**src/rtl/tone_sequence_player_pkg.sv**
```systemverilog
// Shared definitions for the tone sequence player: FSM states, rom_data field
// offsets, the rest encoding and a width helper for the tick prescaler.
// Pure declarations; no latency or flow control.
package tone_sequence_player_pkg;

  typedef enum logic [2:0] {
    ST_IDLE  = 3'd0,
    ST_FETCH = 3'd1,
    ST_LOAD  = 3'd2,
    ST_PLAY  = 3'd3,
    ST_DONE  = 3'd4
  } state_e;

  // rom_data = {last, dur, half_period}
  localparam int HP_LSB = 0;

  function automatic int dur_lsb(input int per_w);
    return per_w;
  endfunction

  function automatic int last_bit(input int per_w, input int dur_w);
    return per_w + dur_w;
  endfunction

  // A half_period of zero marks the note as a rest.
  localparam int REST_HP = 0;

  // Prescaler width; kept at least one bit so TICK_CYCLES=1 still elaborates.
  function automatic int ps_width(input int ticks);
    return (ticks <= 1) ? 1 : $clog2(ticks);
  endfunction

endpackage

```
**src/rtl/tone_sequence_player_tone_divider.sv**
```systemverilog
// Square-wave generator: toggles tone every half_period cycles after clear drops.
// Latency: first toggle is visible half_period cycles after the first uncleared cycle.
// Backpressure: none; clear holds the counter and output at zero.
//
// Ports: clk, rst_n (sync, active low), clear (hold at zero),
//        half_period (0 = rest, output stays low), tone (registered output).
module tone_divider
  import tone_sequence_player_pkg::*;
#(
  parameter int PER_W = 16
) (
  input  logic             clk,
  input  logic             rst_n,
  input  logic             clear,
  input  logic [PER_W-1:0] half_period,
  output logic             tone
);

  localparam logic [PER_W-1:0] HP_ONE  = PER_W'(1);
  localparam logic [PER_W-1:0] HP_REST = PER_W'(REST_HP);

  logic [PER_W-1:0] cnt_q, cnt_d;
  logic             tone_q, tone_d;

  always_comb begin
    cnt_d  = cnt_q;
    tone_d = tone_q;
    if (clear || (half_period == HP_REST)) begin
      cnt_d  = '0;
      tone_d = 1'b0;
    end else if (cnt_q == (half_period - HP_ONE)) begin
      cnt_d  = '0;
      tone_d = ~tone_q;
    end else begin
      cnt_d = cnt_q + HP_ONE;
    end
  end

  always_ff @(posedge clk) begin
    if (!rst_n) begin
      cnt_q  <= '0;
      tone_q <= 1'b0;
    end else begin
      cnt_q  <= cnt_d;
      tone_q <= tone_d;
    end
  end

  assign tone = tone_q;

endmodule

```
**src/rtl/tone_sequence_player.sv**
```systemverilog
// Plays a ROM-stored note sequence as a square wave; pulses seq_end on normal completion.
// Latency: start at cycle 0 -> FETCH 1, LOAD 2, first PLAY cycle 3; 2-cycle gap between notes.
// Backpressure: none; start is only honoured in IDLE, abort returns to IDLE from any state.
//
// Ports: clk, rst_n (sync, active low), start, abort,
//        rom_addr/rom_data (external ROM, one cycle read latency, data = {last, dur, half_period}),
//        tone_out (registered audio), busy (state != IDLE), seq_end (one cycle in DONE).
module tone_sequence_player
  import tone_sequence_player_pkg::*;
#(
  parameter int ADDR_W      = 3,
  parameter int PER_W       = 16,
  parameter int DUR_W       = 8,
  parameter int TICK_CYCLES = 1000000
) (
  input  logic                     clk,
  input  logic                     rst_n,
  input  logic                     start,
  input  logic                     abort,
  output logic [ADDR_W-1:0]        rom_addr,
  input  logic [DUR_W+PER_W:0]     rom_data,
  output logic                     tone_out,
  output logic                     busy,
  output logic                     seq_end
);

  localparam int PS_W     = ps_width(TICK_CYCLES);
  localparam int DUR_LSB  = dur_lsb(PER_W);
  localparam int LAST_BIT = last_bit(PER_W, DUR_W);

  localparam logic [PS_W-1:0]   PS_LAST   = PS_W'(TICK_CYCLES - 1);
  localparam logic [PS_W-1:0]   PS_ONE    = PS_W'(1);
  localparam logic [DUR_W-1:0]  DUR_ONE   = DUR_W'(1);
  localparam logic [ADDR_W-1:0] ADDR_ONE  = ADDR_W'(1);
  localparam logic [ADDR_W-1:0] ADDR_LAST = '1;

  state_e            state_q, state_d;
  logic [ADDR_W-1:0] addr_q,  addr_d;
  logic [PER_W-1:0]  hp_q,    hp_d;
  logic [DUR_W-1:0]  dur_q,   dur_d;
  logic              last_q,  last_d;
  logic [PS_W-1:0]   pre_q,   pre_d;
  logic [DUR_W-1:0]  tick_q,  tick_d;

  logic [DUR_W-1:0]  tick_last;
  logic              div_clear;
  logic              div_tone;

  // dur=0 plays for one tick, same as dur=1.
  assign tick_last = (dur_q == '0) ? '0 : (dur_q - DUR_ONE);

  always_comb begin
    state_d = state_q;
    addr_d  = addr_q;
    hp_d    = hp_q;
    dur_d   = dur_q;
    last_d  = last_q;
    pre_d   = pre_q;
    tick_d  = tick_q;

    if (abort) begin
      state_d = ST_IDLE;
      addr_d  = '0;
      pre_d   = '0;
      tick_d  = '0;
    end else begin
      case (state_q)
        ST_IDLE: begin
          pre_d  = '0;
          tick_d = '0;
          if (start) begin
            state_d = ST_FETCH;
            addr_d  = '0;
          end
        end
        ST_FETCH: begin
          state_d = ST_LOAD;
        end
        ST_LOAD: begin
          hp_d    = rom_data[HP_LSB +: PER_W];
          dur_d   = rom_data[DUR_LSB +: DUR_W];
          last_d  = rom_data[LAST_BIT];
          pre_d   = '0;
          tick_d  = '0;
          state_d = ST_PLAY;
        end
        ST_PLAY: begin
          if (pre_q == PS_LAST) begin
            pre_d = '0;
            if (tick_q == tick_last) begin
              tick_d = '0;
              // The top address ends the sequence even without the last flag,
              // so the address never wraps back to 0 mid-sequence.
              if (last_q || (addr_q == ADDR_LAST)) begin
                state_d = ST_DONE;
              end else begin
                addr_d  = addr_q + ADDR_ONE;
                state_d = ST_FETCH;
              end
            end else begin
              tick_d = tick_q + DUR_ONE;
            end
          end else begin
            pre_d = pre_q + PS_ONE;
          end
        end
        ST_DONE: begin
          state_d = ST_IDLE;
          addr_d  = '0;
        end
        default: begin
          state_d = ST_IDLE;
        end
      endcase
    end
  end

  always_ff @(posedge clk) begin
    if (!rst_n) begin
      state_q <= ST_IDLE;
      addr_q  <= '0;
      hp_q    <= '0;
      dur_q   <= '0;
      last_q  <= 1'b0;
      pre_q   <= '0;
      tick_q  <= '0;
    end else begin
      state_q <= state_d;
      addr_q  <= addr_d;
      hp_q    <= hp_d;
      dur_q   <= dur_d;
      last_q  <= last_d;
      pre_q   <= pre_d;
      tick_q  <= tick_d;
    end
  end

  // Clear outside PLAY, and also on the cycle PLAY is being left, so that
  // tone_out is already 0 in the first FETCH/DONE/IDLE cycle after a note.
  assign div_clear = (state_q != ST_PLAY) || (state_d != ST_PLAY);

  tone_divider #(
    .PER_W (PER_W)
  ) u_tone_divider (
    .clk         (clk),
    .rst_n       (rst_n),
    .clear       (div_clear),
    .half_period (hp_q),
    .tone        (div_tone)
  );

  assign rom_addr = addr_q;
  assign tone_out = div_tone;
  assign busy     = (state_q != ST_IDLE);
  assign seq_end  = (state_q == ST_DONE);

endmodule

```
**config.mk**
```make
export PLATFORM = sky130hd
export DESIGN_NAME = tone_sequence_player
export DESIGN_NICKNAME = d
export VERILOG_FILES = /design/src/rtl/tone_sequence_player_pkg.sv /design/src/rtl/tone_sequence_player_tone_divider.sv /design/src/rtl/tone_sequence_player.sv
export SDC_FILE = /design/constraint.sdc
export NUM_CORES = 1
export LEC_CHECK = 0
export ABC_CLOCK_PERIOD_IN_PS = 3000
export BUFFER_PORTS_ARGS = -buffer_cell sky130_fd_sc_hd__buf_2
export CORE_MARGIN = 10
export CORE_UTILIZATION = 57
export CTS_BUF_LIST = sky130_fd_sc_hd__clkbuf_4 sky130_fd_sc_hd__clkbuf_8
export CTS_CLUSTER_SIZE = 25
export DETAILED_ROUTE_END_ITERATION = 7
export PLACE_DENSITY = 0.8
export SLEW_MARGIN = 10
export SYNTH_ARGS = -nofsm -noshare
export SYNTH_HDL_FRONTEND = slang
export SYNTH_SLANG_ARGS = --single-unit
```
**constraint.sdc**
```tcl
create_clock -name clk -period 3 [get_ports clk]
set_input_delay 0.3 -clock clk [delete_from_list [all_inputs] [get_ports clk]]
set_output_delay 0.3 -clock clk [all_outputs]
set_load 0.005 [all_outputs]
```
==> flow_metrics.env <==
export IMPL_status="completed"
export IMPL_synth_commonest_cells="nand2_1, dfxtp_1, nor2_1"
export IMPL_ir_drop_uv=215
export IMPL_ys_types=56
export IMPL_ys_seq_elements=76
export IMPL_ys_warn_count=0
export IMPL_fmax_mhz=360
export IMPL_cp_start_kind="flop"
export IMPL_nets=629
export IMPL_synth_seq_area_share_pct=34.3
export IMPL_die_area_mm2=0.0117
export IMPL_synth_edf_count=0
export IMPL_grt_pass1_vias=3888
export IMPL_synth_cells=570
export IMPL_start_util_pct=58.1
export IMPL_gp_congestion=0.884
export IMPL_grt_total_usage_pct=18.3
export IMPL_ctsResizeCount=0
export IMPL_drive_above_1_share_pct=12.1
export IMPL_clock_path_buffers=2
export IMPL_rows=32
export IMPL_synth_top_area_cell="dfxtp_1"
export IMPL_clk_latency_ps=350
export IMPL_avgSynthCellArea_um2=7.79
export IMPL_fin_tns_setup_ps=0
export IMPL_dr_first_iter_drc_count=200
export IMPL_fillerInstances=652
export IMPL_place_hpwl_mm=7.77
export IMPL_hold_violations=0
export IMPL_cts_sinks=76
export IMPL_critPathKind="reg -> reg"
export IMPL_r2r_slack_ps=230
export IMPL_synthAdderAreaFrac_pct=2.25
export IMPL_io_pins=35
export IMPL_ys_async_sr_fraction_pct=0
export IMPL_end_kind="flop"
export IMPL_p_per_area_mw_per_mm2=384
export IMPL_rsz0062_at_grt="no"
export IMPL_ant_nets=0
export IMPL_htree_num_levels=3
export IMPL_grt_pass1_wl_mm=17.9
export IMPL_synth_net_count=607
export IMPL_finalCritPeriodShare_pct=92.5
export IMPL_synthMuxAreaShare_pct=0.225
export IMPL_synthesis_area_mm2=0.00444
export IMPL_core_mm2=0.00765
export IMPL_die_x_um=108
export IMPL_drc=0
export IMPL_slew_viol_final=0
export IMPL_cts_root_buf="clkbuf_8"
export IMPL_clk_pin_slew_ps=70
export IMPL_routedWlPerCell_um=15.3
export IMPL_antenna_found_initial=0
export IMPL_postCtsSetupRepairBufs=0
export IMPL_area_delta_synth_final_pct=9.18
export IMPL_synth_ff_type="dfxtp_1"
export IMPL_synth_top_area_share_pct=34.3
export IMPL_drt_vias_per_instance=5.92
export IMPL_numCtsBuffers=9
export IMPL_period_needed_ps=2770
export IMPL_synth_most_common_cell="nand2_1"
export IMPL_p_leak_nw=1.76
export IMPL_relSlewSlack_pct=41.7
export IMPL_synth_xor_area_share_pct=8.59
export IMPL_min_path_type="in -> reg"
export IMPL_synth_top_family_by_area="simple AND/OR/NAND/NOR gates"
export IMPL_vias=4140
export IMPL_worst_slew_pin_slew_ps=874
export IMPL_wl_mm=10.7
export IMPL_port_buffers=34
export IMPL_synthSimpleGateAreaFrac_pct=33.9
export IMPL_setup_viol=0
export IMPL_cts_tree="built"
export IMPL_synth_compound_area_share_pct=17.1
export IMPL_drv_cap=0
export IMPL_ctsHoldBuffers=0
export IMPL_grt_max_degree=31
export IMPL_drt_pass1_iterations=4
export IMPL_cp_max_fo=17
export IMPL_grt_ovfl_total=0
export IMPL_synth_area_top_cells="dfxtp_1, nand2_1, a21boi_0, xor2_1, nor3_1"
export IMPL_utilization_pct=63.4
export IMPL_cp_arrival_ps=3000
export IMPL_antenna_cells=0
export IMPL_fp_dieH_um=108
export IMPL_cp_data_required_time_ps=3220
export IMPL_finalClockSkew_ps=10.4
## kinds of logic after synthesis
logic type | Yosys count
flip-flops | 76
buffers and inverters | 39
adder cells (fa/ha/maj) | 8
AO/OA/AOI/OAI | 112
XOR/XNOR | 42
AND/OR/NAND/NOR | 292
multiplexers | 1
## worst max-delay path: stages (launching register included)
cell,delay [ps]
dfxtp_1,430
inv_1,70
ha_1,280
nor3b_1,210
or4_1,520
o211a_1,170
nor4_4,250
nand4_1,240
nand2_2,370
nor3_1,110
## registers in the layout, summed over array words and instances (netlist names)
| name | count |
|---|---|
| dur_q | 8 |
| hp_q | 16 |
| last_q | 1 |
| pre_q | 20 |
| rom_addr | 3 |
| state_q | 3 |
| tick_q | 8 |
| u_tone_divider.cnt_q | 16 |
| u_tone_divider.tone | 1 |
## per-stage QoR
| step | hold WS, ps | instance area, µm² | setup slack [ps] | cells | total power, mW |
|---|---|---|---|---|---|
| after floorplan | 444 | 4440 | 310 | 570 | 1.12 |
| after global placement | 462 | 4670 | 370 | 683 | 1.16 |
| final | 195 | 4850 | 225 | 699 | 1.86 |
| after detailed placement | 464 | 4670 | 261 | 683 | 1.17 |
| after CTS | 191 | 4850 | 239 | 699 | 1.87 |
| after global routing | 197 | 4850 | 61.2 | 699 | 1.93 |
## power breakdown
group          internal, mW  switching (mW)
Clock                 0.358           0.360
Combinational        0.0569          0.0684
Sequential             1.01         0.00659
Total                  1.43           0.435
## layout by cell type (no fill, tap or decap), types with 3 or more instances in the layout
master and count:
a211oi_1 6, a21boi_0 27, a21oi_1 20, a22oi_1 3
a311oi_1 5, a31oi_1 11, and2_1 3, and3_1 8
buf_2 34, buf_4 7, clkbuf_4 4, clkbuf_8 10
dfxtp_1 76, ha_1 8, inv_1 9, nand2_1 97
nand2b_1 6, nand3_1 26, nand3b_1 5, nand4_1 14
nor2_1 39, nor2b_1 6, nor3_1 33, nor3b_1 7
nor4_1 10, nor4b_1 6, o21ai_0 17, o21bai_1 3
o31ai_1 4, or2_2 6, or3_1 8, or4_1 7
xnor2_1 19, xor2_1 22
## per-layer routing
metal	vias to the layer above	part of all wire, %	global-route usage (%)
met3	17	5.2	3.09
li1	2092	-	-
met2	81	47	30.2
met5	-	0	0
met4	0	1.9	8.10
met1	1950	45	23.0
## worst paths after layout
check                             startpoint                       to  depth (start not counted)
worst max register to register      dur_q[0]  u_tone_divider.cnt_q[7]                          9
worst max-delay path                dur_q[0]  u_tone_divider.cnt_q[7]                          9
worst min-delay path            rom_data[20]                 dur_q[4]                          3
worst min register to register        last_q                   last_q                          2
## area by class of cell
class / count / area, µm² / share of cell area, %
timing repair buffer: 41 / 223 / 4.59
sequential: 76 / 1520 / 31.4
inverter: 9 / 33.8 / 0.697
clock buffer: 14 / 168 / 3.46
clock inverter: 2 / 10.0 / 0.206
tap: 102 / 128 / 2.63
multi-input combinational: 455 / 2770 / 57.0
(Power assumes the default switching activity.)
